[config.mk]
export PLATFORM = sky130hd
export DESIGN_NAME = apb_node_watchdog
export DESIGN_NICKNAME = d
export VERILOG_FILES = /design/src/rtl/apb_node_watchdog.sv
export SDC_FILE = /design/constraint.sdc
export NUM_CORES = 1
export LEC_CHECK = 0
export ABC_AREA = 1
export CAP_MARGIN = 20
export CORE_AREA = 2 2 212 214
export CTS_CLUSTER_SIZE = 10
export DETAILED_ROUTE_END_ITERATION = 12
export DIE_AREA = 0 0 214 216
export PLACE_DENSITY = 0.41
export SLEW_MARGIN = 0
export SYNTH_ARGS = -nofsm -noshare
export SYNTH_HDL_FRONTEND = slang
export SYNTH_SLANG_ARGS = --single-unit
export TNS_END_PERCENT = 10
[constraint.sdc]
create_clock -name clk -period 2.3 [get_ports clk]
set_input_delay 0.46 -clock clk [delete_from_list [all_inputs] [get_ports clk]]
set_output_delay 0.46 -clock clk [all_outputs]
set_load 0.01 [all_outputs]
[src/rtl/apb_node_watchdog.sv]
// APB 1-to-N interconnect node: address decode, decode-error termination,
// PREADY watchdog abort and sticky first-error capture.

package apb_node_watchdog_pkg;
    localparam int MAP_W = 4096;

    // Packed default address map: field i = 32'h1A10_0000 + i*32'h1000 + offset.
    function automatic logic [MAP_W-1:0] addr_map(input int nb, input int aw, input logic [63:0] offset);
        logic [MAP_W-1:0] m;
        logic [63:0]      v;
        m = '0;
        for (int i = 0; i < nb; i++) begin
            v = 64'h1A10_0000 + 64'(i) * 64'h1000 + offset;
            for (int b = 0; b < aw; b++) begin
                if (b < 64) m[i*aw+b] = v[b];
            end
        end
        return m;
    endfunction
endpackage

module apb_node_watchdog
    import apb_node_watchdog_pkg::*;
#(
    parameter int NB_SLAVE       = 10,
    parameter int APB_ADDR_WIDTH = 32,
    parameter int APB_DATA_WIDTH = 32,
    parameter int TIMEOUT_CYCLES = 255,
    parameter logic [NB_SLAVE*APB_ADDR_WIDTH-1:0] START_ADDR =
        (NB_SLAVE*APB_ADDR_WIDTH)'(addr_map(NB_SLAVE, APB_ADDR_WIDTH, 64'h0)),
    parameter logic [NB_SLAVE*APB_ADDR_WIDTH-1:0] END_ADDR =
        (NB_SLAVE*APB_ADDR_WIDTH)'(addr_map(NB_SLAVE, APB_ADDR_WIDTH, 64'hFFF))
)(
    input  logic                               clk,
    input  logic                               rst_n,
    input  logic [APB_ADDR_WIDTH-1:0]          m_paddr,
    input  logic [APB_DATA_WIDTH-1:0]          m_pwdata,
    input  logic                               m_pwrite,
    input  logic                               m_psel,
    input  logic                               m_penable,
    output logic [APB_DATA_WIDTH-1:0]          m_prdata,
    output logic                               m_pready,
    output logic                               m_pslverr,
    output logic [APB_ADDR_WIDTH-1:0]          s_paddr,
    output logic [APB_DATA_WIDTH-1:0]          s_pwdata,
    output logic                               s_pwrite,
    output logic                               s_penable,
    output logic [NB_SLAVE-1:0]                s_psel,
    input  logic [NB_SLAVE*APB_DATA_WIDTH-1:0] s_prdata,
    input  logic [NB_SLAVE-1:0]                s_pready,
    input  logic [NB_SLAVE-1:0]                s_pslverr,
    output logic                               err_valid_o,
    output logic                               err_type_o,
    output logic [APB_ADDR_WIDTH-1:0]          err_addr_o,
    input  logic                               err_clr_i
);

    localparam int CNT_W = (TIMEOUT_CYCLES > 0) ? $clog2(TIMEOUT_CYCLES + 1) : 1;
    localparam int IDX_W = (NB_SLAVE > 1) ? $clog2(NB_SLAVE) : 1;
    localparam bit WDOG_EN = (TIMEOUT_CYCLES != 0);
    localparam logic [CNT_W-1:0] CNT_LAST = (TIMEOUT_CYCLES > 0) ? CNT_W'(TIMEOUT_CYCLES - 1) : '0;
    localparam logic [CNT_W-1:0] CNT_MAX  = '1;

    typedef enum logic [1:0] {ST_IDLE, ST_ACCESS, ST_DECERR, ST_TOUT} state_t;

    state_t                    state_q, state_d;
    logic [IDX_W-1:0]          idx_q, idx_d;
    logic [CNT_W-1:0]          cnt_q, cnt_d;
    logic                      err_valid_q, err_type_q;
    logic [APB_ADDR_WIDTH-1:0] err_addr_q;
    logic                      raise_err, raise_type;
    logic                      hit;
    logic [IDX_W-1:0]          hit_idx;

    assign s_paddr     = m_paddr;
    assign s_pwdata    = m_pwdata;
    assign s_pwrite    = m_pwrite;
    assign s_penable   = m_penable;
    assign err_valid_o = err_valid_q;
    assign err_type_o  = err_type_q;
    assign err_addr_o  = err_addr_q;

    // Scan downwards so the lowest matching index is the one left standing.
    always_comb begin
        hit     = 1'b0;
        hit_idx = '0;
        for (int i = NB_SLAVE - 1; i >= 0; i--) begin
            if (m_paddr >= START_ADDR[i*APB_ADDR_WIDTH +: APB_ADDR_WIDTH] &&
                m_paddr <= END_ADDR[i*APB_ADDR_WIDTH +: APB_ADDR_WIDTH]) begin
                hit     = 1'b1;
                hit_idx = IDX_W'(i);
            end
        end
    end

    always_comb begin
        state_d    = state_q;
        idx_d      = idx_q;
        cnt_d      = cnt_q;
        s_psel     = '0;
        m_prdata   = '0;
        m_pready   = 1'b0;
        m_pslverr  = 1'b0;
        raise_err  = 1'b0;
        raise_type = 1'b0;
        case (state_q)
            ST_IDLE: begin
                cnt_d = '0;
                if (m_psel && !m_penable) begin
                    if (hit) begin
                        // Gated so a SETUP presented during reset never reaches a slave.
                        s_psel[hit_idx] = rst_n;
                        idx_d           = hit_idx;
                        state_d         = ST_ACCESS;
                    end else begin
                        state_d = ST_DECERR;
                    end
                end
            end
            ST_ACCESS: begin
                s_psel[idx_q] = m_psel;
                m_prdata      = s_prdata[idx_q*APB_DATA_WIDTH +: APB_DATA_WIDTH];
                m_pready      = s_pready[idx_q];
                m_pslverr     = s_pslverr[idx_q];
                if (!m_psel || s_pready[idx_q]) begin
                    state_d = ST_IDLE;
                    cnt_d   = '0;
                end else if (WDOG_EN && cnt_q == CNT_LAST) begin
                    state_d = ST_TOUT;
                    cnt_d   = '0;
                end else if (cnt_q != CNT_MAX) begin
                    cnt_d = cnt_q + 1'b1;
                end
            end
            ST_DECERR: begin
                m_pready  = 1'b1;
                m_pslverr = 1'b1;
                raise_err = 1'b1;
                state_d   = ST_IDLE;
            end
            ST_TOUT: begin
                m_pready   = 1'b1;
                m_pslverr  = 1'b1;
                raise_err  = 1'b1;
                raise_type = 1'b1;
                state_d    = ST_IDLE;
            end
            default: state_d = ST_IDLE;
        endcase
    end

    always_ff @(posedge clk or negedge rst_n) begin
        if (!rst_n) begin
            state_q <= ST_IDLE;
            idx_q   <= '0;
            cnt_q   <= '0;
        end else begin
            state_q <= state_d;
            idx_q   <= idx_d;
            cnt_q   <= cnt_d;
        end
    end

    // A clear coinciding with a new error lets the new error in.
    always_ff @(posedge clk or negedge rst_n) begin
        if (!rst_n) begin
            err_valid_q <= 1'b0;
            err_type_q  <= 1'b0;
            err_addr_q  <= '0;
        end else if (raise_err && (!err_valid_q || err_clr_i)) begin
            err_valid_q <= 1'b1;
            err_type_q  <= raise_type;
            err_addr_q  <= m_paddr;
        end else if (err_clr_i) begin
            err_valid_q <= 1'b0;
        end
    end

endmodule

==> metrics.csv <==
stage,metric,value,unit
timing,timing.hold.ws,418.6,ps
cts,clock_path_buffers,2,
timing,tns,-8502,ps
drt,ant_nets,0,
logic_synthesis,syn_avg_cell_area,6.223,sq um
drt,route.detailed.drc,0,
global_route,overflow,0,
critical_path,path_cells,"buf_8, nor2_4, nand2_2, nor2_4, buf_6, nand3b_1, clkinv_2, nand3_2, nand2_2, nor2_4, nand3_4, nand3_4, nor2_4, nand3_1, nand2_1, buf_6",
floorplanning,coreArea,43840,sq um
logic_synthesis,seq_area_frac_synth,21.21,%
floorplanning,rows,77,
critical_path,critPathKind,input port to output port,
logic_synthesis,ys_ff_latch,48,
floorplanning,ios,554,
pwr,ir_drop,0.2968,mV
cts,clock_latency,290,ps
timing,period_needed,2642,ps
timing,worst-slew-pin-transition,679.1,ps
pwr,pwr_density_cell,458.0,nW/um^2
critical_path,rrSetupSlack,-30,ps
global_route,grt_usage,16.24,%
floorplanning,die_w,214,um
drt,firstDrtPassIters,5,
min_path,hold_class,input port to async pin,
timing,clock.fmax,0.3785,GHz
timing,final.setup.worst_slack,-341.8,ps
logic_synthesis,syn_inst,910,
place,numPortBuffers,487,
global_route,antenna_found_initial,0,
logic_synthesis,synth_edf_count,0,
floorplanning,initial_core_util,12.92,%
critical_path,reg2regPathDepth,17,
global_route,grt_pass1_vias,8899,
critical_path,crit_fanout,5,
critical_path,worst_ep_required_time,1840,ps
floorplanning,fp.dieArea,46220,sq um
logic_synthesis,synth_flop_cell,dfrtp_1,
critical_path,slowest_stage,nor2_4,
critical_path,crit_path_frequent_cell,nor2_4,
cts,htreeDepth,2,
drt,routed_wl,39.39,mm
timing,setup_viol,49,
drt,wl_per_cell,19.27,um
critical_path,worst_path_largest_cell_delay,210,ps
cts,clkTransAtPathRegs,70,ps
critical_path,end_kind,output port,
logic_synthesis,synth_area,5663,sq um
place,place.gp.congestion,0.8840,
layout,syn_to_final_growth,127.2,%
job,drv_cap,0,
layout,fillers,4840,
layout,diodes,0,
place,hpwl,31.42,mm
drt,viasPerCell,4.113,
timing,relSlewSlack,54.73,%
cts,cts.sinks,48,
layout,fin_area,12860,sq um
logic_synthesis,synth_top_area_share,21.21,%
critical_path,critPathArrivalTime,2180,ps
timing,finalCritPeriodShare,114.9,%
timing,rsz0062_at_grt,yes,
logic_synthesis,ys_warn_count,0,
place,place_ws,-1311,ps
layout,seq_area,1204,sq um
global_route,grt_max_degree,49,
floorplanning,die_h,216,um
critical_path,rr_endpoint,cnt_q[0]$_DFFE_PN0P_,
timing,finClkSkew,4.475,ps
cts,numCtsBuffers,5,
pwr,leakage,5.667,nW
global_route,grt_pass1_wl,56.43,mm
layout,fin_util,29.34,%
drt,drt_iter0_markers,373,
logic_synthesis,synth.area.top_cells,"dfrtp_1 21%, nand2_1 20%, a22oi_1 14%",
layout,layout-drive-gt1-share,25.62,%
place,dpl-instance-area,11810,sq um
cts,clock-root-buffer,clkbuf_16,
critical_path,cp.buffers_inverters,4,
timing,hold_violations,0,
logic_synthesis,synth_fp_nets,1322,
layout,multi_input_area,3976,sq um
critical_path,timing.rr.start,idx_q[0]$_DFFE_PN0P_,
drt,num_vias,8406,
critical_path,cpLargestDelayFamily,simple AND/OR/NAND/NOR gates,
outcome,violations,negative setup slack,
layout,finalNetCount,1863,
critical_path,cp-start-kind,input port,
timing,slew_viol_final,0,
logic_synthesis,synth_top_cell_by_area,dfrtp_1,
cts,cts_tree,built,
outcome,status,"finished, violations left",
logic_synthesis,synthArstFlopShare,100.0,%
logic_synthesis,post_synth_num_cell_types,39,
==> kinds of logic after synthesis <==
family,count (synthesis),share of synthesized area [%]
multiplexers,18,3.579
AO/OA/AOI/OAI,180,21.30
adder cells (fa/ha/maj),2,0.4418
XOR/XNOR,6,0.9281
AND/OR/NAND/NOR,461,35.15
flip-flops,48,21.21
buffers and inverters,195,17.39
==> layout by cell type (no fill, tap or decap), types with 9 or more instances in the layout <==
master / n
a22oi_2: 18
buf_2: 28
nand2_1: 277
buf_6: 24
a22oi_1: 88
nor2_4: 19
inv_2: 10
clkdlybuf4s50_1: 422
inv_1: 63
nand2_4: 9
nand3_2: 9
nor2_2: 11
buf_12: 25
buf_4: 126
mux2_2: 18
nand4_1: 37
a21oi_1: 21
dfrtp_1: 46
nand2_2: 27
nand3_1: 36
o21ai_1: 20
nor2_1: 21
o21ai_0: 17
==> report_power, final <==
group	switching [mW]	total [mW]	internal [mW]	leakage, nW
logic	1.73	3.70	1.98	4.99
registers	0.159	1.32	1.16	0.598
clock network	0.354	0.868	0.513	0.0808
==> per-stage QoR <==
step,total power [mW],instances
after floorplan,2.713,910
after global placement,5.048,2003
after detailed placement,5.045,2003
after CTS,5.980,2042
after global routing,6.285,2044
final,5.891,2044
==> cell usage after synthesis, types with 2 or more instances <==
master    number
nor4_1         3
o21ai_0       17
mux2_2        18
nor2_1        42
nand3b_1       2
inv_2         10
xor2_1         3
buf_4         67
nor3_1         3
clkbuf_1      46
a22oi_1      106
nor2_2         6
nand2_1      308
inv_1         66
nand3_1       47
dfrtp_1       48
ha_1           2
nor2_4         3
a21oi_1       24
clkinv_1       3
nand3_2        2
buf_1          2
o21ai_1       24
nand4_1       37
nand2_2        3
o41ai_1        3
xnor2_1        3
==> worst max path at each step <==
stage	start	end	slack, ps	cells past startpoint
finish	m_paddr[23]	s_psel[5]	-340	16
global route	m_paddr[16]	s_psel[9]	-480	16
global placement	m_paddr[22]	s_psel[9]	-1320	15
floorplan	m_paddr[22]	s_psel[5]	5	13
detailed placement	m_paddr[22]	s_psel[9]	-1310	15
CTS	m_paddr[23]	s_psel[9]	-370	15
==> area by class of cell <==
type	instances	share of cell area (%)
Timing Repair Buffer	649	50.27
Sequential cell	48	9.357
Multi-Input combinational cell	668	30.91
Clock buffer	6	1.002
Clock inverter	2	0.2723
Tap cell	592	5.758
Inverter	79	2.432
==> flip-flops by register name (all words and copies together), names as in the netlist <==
name / count
idx_q: 4
err_addr_o: 32
cnt_q: 8
state_q: 2
err_valid_o: 1
err_type_o: 1
==> layer usage <==
metal  global-route usage (%)  up-vias  wire length [um]
li1                         -     4092                 -
met1                    19.30     3918             16330
met2                    28.70      347             19430
met3                    3.453       49              2339
met4                    5.851        0              1285
met5                        0        -                 0
==> worst min-delay path: stages <==
cell   delay [ps]
buf_2         110
buf_4         110
buf_4         520
==> repair_timing <==
action                                  in CTS  in global routing
hold buffers                                 0                  0
setup buffers                               23                  2
endpoints found under the setup margin      57                 54
gates resized for setup                    370                 41
gates cloned                                 8                  0
pin swaps                                   66                 23
Power figures use the tool's default switching activity.
